--- src/rtl/apb_reg_bridge.sv ---
// apb_reg_bridge
// APB3 slave that turns each APB transfer into a single-cycle read or write
// strobe on the register-block bus. It holds the APB side in wait states until
// the register block answers with reg_ready. If no answer arrives within
// TIMEOUT cycles, the transfer completes with pslverr.
//
// Ports
//   clk, rst_b           clock, asynchronous active-low reset
//   psel/penable/pwrite  APB control
//   paddr/pwdata/pstrb   APB address, write data, byte strobes
//   prdata/pready/pslverr APB response (registered)
//   reg_addr/reg_wdata/reg_wstrb  register-bus request, held for the whole access
//   reg_re/reg_we        one-cycle register read/write strobes
//   reg_rdata/reg_ready  register-block response
//
// State | meaning
// IDLE  | waiting for an APB setup phase
// ISSUE | strobe cycle; reg_ready is already sampled here
// WAIT  | strobes low, waiting for reg_ready or timeout
// RESP  | pready pulse for exactly one cycle
module apb_reg_bridge #(
  parameter int ADDR_W  = 32,
  parameter int DATA_W  = 32,
  parameter int TIMEOUT = 16
) (
  input  logic                clk,
  input  logic                rst_b,
  input  logic                psel,
  input  logic                penable,
  input  logic                pwrite,
  input  logic [ADDR_W-1:0]   paddr,
  input  logic [DATA_W-1:0]   pwdata,
  input  logic [DATA_W/8-1:0] pstrb,
  output logic [DATA_W-1:0]   prdata,
  output logic                pready,
  output logic                pslverr,
  output logic [ADDR_W-1:0]   reg_addr,
  output logic                reg_re,
  output logic                reg_we,
  output logic [DATA_W-1:0]   reg_wdata,
  output logic [DATA_W/8-1:0] reg_wstrb,
  input  logic [DATA_W-1:0]   reg_rdata,
  input  logic                reg_ready
);

  localparam int CNT_W = $clog2(TIMEOUT + 1);

  typedef enum logic [1:0] {
    S_IDLE  = 2'd0,
    S_ISSUE = 2'd1,
    S_WAIT  = 2'd2,
    S_RESP  = 2'd3
  } state_t;

  state_t              r_state;
  state_t              w_state_nxt;
  logic                r_write;
  logic [CNT_W-1:0]    r_cnt;
  logic [CNT_W-1:0]    w_cnt_nxt;
  logic [CNT_W-1:0]    w_cnt_inc;
  logic                w_setup;
  logic                w_misalign;
  logic                w_zero_strb;
  logic                w_timeout;
  logic                w_re_nxt;
  logic                w_we_nxt;
  logic                w_pready_nxt;
  logic                w_pslverr_nxt;
  logic [DATA_W-1:0]   w_prdata_nxt;

  assign w_setup     = psel & ~penable;
  assign w_misalign  = |paddr[1:0];
  assign w_zero_strb = pwrite & ~(|pstrb);
  // r_cnt holds the number of ISSUE/WAIT cycles already completed, so the
  // incremented value is the count including the current cycle.
  assign w_cnt_inc   = (r_cnt >= CNT_W'(TIMEOUT)) ? r_cnt : r_cnt + CNT_W'(1);
  assign w_timeout   = (w_cnt_inc >= CNT_W'(TIMEOUT));

  always_ff @(posedge clk or negedge rst_b) begin
    if (!rst_b) begin
      r_state <= S_IDLE;
    end else begin
      r_state <= w_state_nxt;
    end
  end

  always_comb begin
    w_state_nxt   = r_state;
    w_cnt_nxt     = r_cnt;
    w_re_nxt      = 1'b0;
    w_we_nxt      = 1'b0;
    w_pready_nxt  = 1'b0;
    w_pslverr_nxt = 1'b0;
    w_prdata_nxt  = '0;
    case (r_state)
      S_IDLE: begin
        w_cnt_nxt = '0;
        if (w_setup) begin
          if (w_misalign) begin
            w_state_nxt   = S_RESP;
            w_pready_nxt  = 1'b1;
            w_pslverr_nxt = 1'b1;
          end else if (w_zero_strb) begin
            w_state_nxt  = S_RESP;
            w_pready_nxt = 1'b1;
          end else begin
            w_state_nxt = S_ISSUE;
            w_re_nxt    = ~pwrite;
            w_we_nxt    = pwrite;
          end
        end
      end
      S_ISSUE, S_WAIT: begin
        // A ready in the same cycle the count expires still wins.
        if (reg_ready) begin
          w_state_nxt  = S_RESP;
          w_cnt_nxt    = '0;
          w_pready_nxt = 1'b1;
          w_prdata_nxt = r_write ? '0 : reg_rdata;
        end else if (w_timeout) begin
          w_state_nxt   = S_RESP;
          w_cnt_nxt     = '0;
          w_pready_nxt  = 1'b1;
          w_pslverr_nxt = 1'b1;
        end else begin
          w_state_nxt = S_WAIT;
          w_cnt_nxt   = w_cnt_inc;
        end
      end
      S_RESP: begin
        w_state_nxt = S_IDLE;
      end
      default: begin
        w_state_nxt = S_IDLE;
      end
    endcase
  end

  always_ff @(posedge clk or negedge rst_b) begin
    if (!rst_b) begin
      r_cnt     <= '0;
      r_write   <= 1'b0;
      reg_addr  <= '0;
      reg_wdata <= '0;
      reg_wstrb <= '0;
      reg_re    <= 1'b0;
      reg_we    <= 1'b0;
      pready    <= 1'b0;
      pslverr   <= 1'b0;
      prdata    <= '0;
    end else begin
      r_cnt   <= w_cnt_nxt;
      reg_re  <= w_re_nxt;
      reg_we  <= w_we_nxt;
      pready  <= w_pready_nxt;
      pslverr <= w_pslverr_nxt;
      prdata  <= w_prdata_nxt;
      if (r_state == S_IDLE && w_setup) begin
        r_write   <= pwrite;
        reg_addr  <= paddr;
        reg_wdata <= pwdata;
        reg_wstrb <= pstrb;
      end
    end
  end

endmodule
--- config.mk ---
export PLATFORM = sky130hd
export DESIGN_NAME = apb_reg_bridge
export DESIGN_NICKNAME = d
export VERILOG_FILES = /design/src/rtl/apb_reg_bridge.sv
export SDC_FILE = /design/constraint.sdc
export NUM_CORES = 1
export LEC_CHECK = 0
export BUFFER_PORTS_ARGS = -buffer_cell sky130_fd_sc_hd__buf_2
export CORE_UTILIZATION = 49
export DETAILED_ROUTE_END_ITERATION = 7
export GPL_ROUTABILITY_DRIVEN = 0
export HOLD_SLACK_MARGIN = 0.02
export PLACE_DENSITY_LB_ADDON = 0.2
export SKIP_LAST_GASP = 1
export SYNTH_ARGS = -nofsm -noshare
export SYNTH_HDL_FRONTEND = slang
export SYNTH_SLANG_ARGS = --single-unit
--- constraint.sdc ---
create_clock -name clk -period 2.5 [get_ports clk]
set_input_delay 0.25 -clock clk [delete_from_list [all_inputs] [get_ports clk]]
set_output_delay 0.25 -clock clk [all_outputs]
set_load 0.1 [all_outputs]
==> results.md <==
* CTS-repair resized insts at 0
* Post-Route WL at 9560 microns
* Ports at 210
* Final Cell Area at 5570 sq um
* Port bufs at 209
* Die W at 94.4 microns
* RSZ-0062 raised after global routing: false
* Hold Path Origin: pwdata[8]
* Main synth FF type: dfrtp_1
* Final Hold Fails at 0
* Worst R2R Path Depth at 5
* Syn Nets at 528
* Clock Tree Buf Depth at 2
* GRT met1 Usage at 26.2%
* Worst slack, placed at 873 ps
* DRT iter0 DRCs at 146
* Remaining DRCs at 0
* Antenna fix cells at 0
* Final net count at 736
* GRT overflow at 0
* CTS tree: done
* Routed via count at 3459
* Post-route setup slack at 801 ps
* Synthesized flop and latch total at 112
* Cell Area, Placed at 5340 sq um
* Ys async rst share at 100%
* Antenna Nets Post-Route at 0
* Worst-path clk slew at 100 ps
* Capturing element type of the critical path: register
* HP Class: input pin to register
* Dpl hpwl at 7150 microns
* Die area at 8900 sq um
* TritonRoute pass-1 iters at 4
* Slew margin rel. at 63.5%
* Layout cell share with drive strength beyond 1 at 36.9%
* Met2 usage in global routing at 36.5%
* Critical Path AT at 1960 ps
* Data required, critical path at 2760 ps
* Core Rows at 33
* Tot GR Track Use at 21.7%
* Largest net degree at the start of global routing at 70
* Post-synthesis sequential area ratio at 67.0%
* Setup_tns at 0 ps
* Synth Warn # at 0
* Synth top area cells: dfrtp_1 (67%), nand2_1 (19%), and2_1 (4.9%)
* Grt met3 use at 5.96%
* Post-synthesis cell area at 4180 sq um
* Worst Max-Slew Pin Slew at 547 ps
* CP startpoint kind: register
* GRT busiest layer: met2
* Initial Util at 50.9%
* Vias per cell at 4.70
* Register-to-register path setup slack at 800 ps
* Launching point of the worst reg2reg path: r_state[0]
* # setup viols final at 0
* Max-slew violations at 0
* Yosys cell types at 25
* Clock Sinks at 112
* Vias in the first global route at 3211
* # Max-Cap Violations at 0
* Num CTS Buffers at 9
* Clock Latency Late Sink at 360 ps
* Root Driver: clkbuf_8
* Final worst-path cycle share at 68.0%
* Wirelength per Cell at 13.0 microns
* Status: finished, final reports clean
* CP Max Fanout at 5
* Post-Syn Instances at 418
* Worst setup path class: register to register
* Area Overhead vs Synth at 33.1%
* Maximum clock frequency at 589 MHz
* First-pass GRT wire length at 14800 microns
* Die Y-Extent at 94.4 microns
* H-tree levels at 3
* Core Region at 8220 sq um
* Top cell type by total area after synthesis: dfrtp_1
* Postcts setup bufs at 0
* Post-CTS Hold Buffers at 1
* Minimum clock period at 1700 ps
* Yosys top cell area share at 67.0%
* Post-synth EDFFs at 0
* Avg Cell Area, Syn at 10.0 sq um
* WHS Endpoint: reg_wdata[8]
* Number of antenna violations at the first check in global routing at 0
* Skew final at 13.7 ps
* Worst hold stages at 3
* Reg-to-Reg End: r_cnt[3]
[metrics by stage]
step	utilization, %	hold WS (ps)	std cells
5_1_grt	67.7	66.2	736
3_3_place_gp	64.9	269	719
6_report	67.7	70.2	736
4_1_cts	67.7	57.1	736
3_5_place_dp	64.9	278	719
2_1_floorplan	-	-45.6	418
[flip-flops by register name, indices dropped and copies added, names as in the netlist]
name and flops:
pslverr 1, reg_wdata 32, reg_we 1, r_cnt 5, reg_addr 32, pready 1, reg_wstrb 4, reg_re 1
r_state 2, r_write 1, prdata 32
[layout make-up]
type                    instances  area (sq um)
well taps                     105           131
clock inverters                 6          91.3
clock buffers                  10           128
multi-input cells             281          1270
fillers                       697          2650
inverters                       6          22.5
flip-flops and latches        112          2800
repair buffers                216          1120
[layout by cell type, fill, tap and decap left out, types with 2 or more instances in the layout]
| cell type | Yosys | routed |
|---|---|---|
| a31oi_1 | 2 | 2 |
| and2_1 | 33 | 33 |
| buf_2 | 9 | 208 |
| buf_4 | 0 | 6 |
| bufinv_16 | 0 | 2 |
| clkbuf_8 | 0 | 9 |
| dfrtp_1 | 112 | 112 |
| ha_1 | 4 | 4 |
| inv_1 | 6 | 6 |
| inv_6 | 0 | 2 |
| nand2_1 | 211 | 211 |
| nand3_1 | 5 | 5 |
| nor2_1 | 3 | 3 |
| nor2b_1 | 2 | 2 |
| nor4_1 | 2 | 2 |
| o21ai_0 | 6 | 6 |
[synth_stat cells, drive strengths merged, types with 2 or more instances]
| library cell | n |
|---|---|
| nand2 | 211 |
| and3b | 2 |
| nor4 | 2 |
| inv | 6 |
| nand3 | 5 |
| dfrtp | 112 |
| o21ai | 6 |
| and2 | 33 |
| nor2 | 3 |
| nor2b | 2 |
| ha | 4 |
| clkbuf | 10 |
| buf | 9 |
| a31oi | 2 |
[logic make-up after synthesis]
| group | count (synthesis) | synth area share [%] |
|---|---|---|
| compound gates | 12 | 1.74 |
| fa+ha+maj | 4 | 1.20 |
| buf+inv | 25 | 2.51 |
| flops | 112 | 67.0 |
| mux | 1 | 0.269 |
| simple gates | 264 | 27.2 |
[layer usage]
| layer | part of all wire [%] | routed length (microns) | up-vias |
|---|---|---|---|
| met5 | 0 | 0 | - |
| met4 | 2.5 | 243 | 0 |
| met3 | 8.2 | 780 | 21 |
| met2 | 49 | 4680 | 134 |
| met1 | 40 | 3860 | 1610 |
| li1 | - | - | 1694 |
[how the worst max path moves through the flow]
stage                          start  slack, ps  cells past startpoint  endpoint
after detailed placement  r_state[0]        870                      5  r_cnt[3]
final                     r_state[0]        800                      5  r_cnt[3]
after CTS                 r_state[0]        790                      5  r_cnt[3]
after global placement    r_state[0]        920                      5  r_cnt[3]
after global routing      r_state[0]        670                      5  r_cnt[3]
after floorplan           r_state[0]        990                      5  r_cnt[3]
[critical path, cell delays in order (launching register included)]
cell and delay, ps:
dfrtp_1 390, inv_1 50, ha_1 340, nor3b_4 280
or4b_1 450, o21ai_0 100
Power is not shown: default switching activity piles up to over one toggle a cycle in this logic, so the estimate is an artifact.
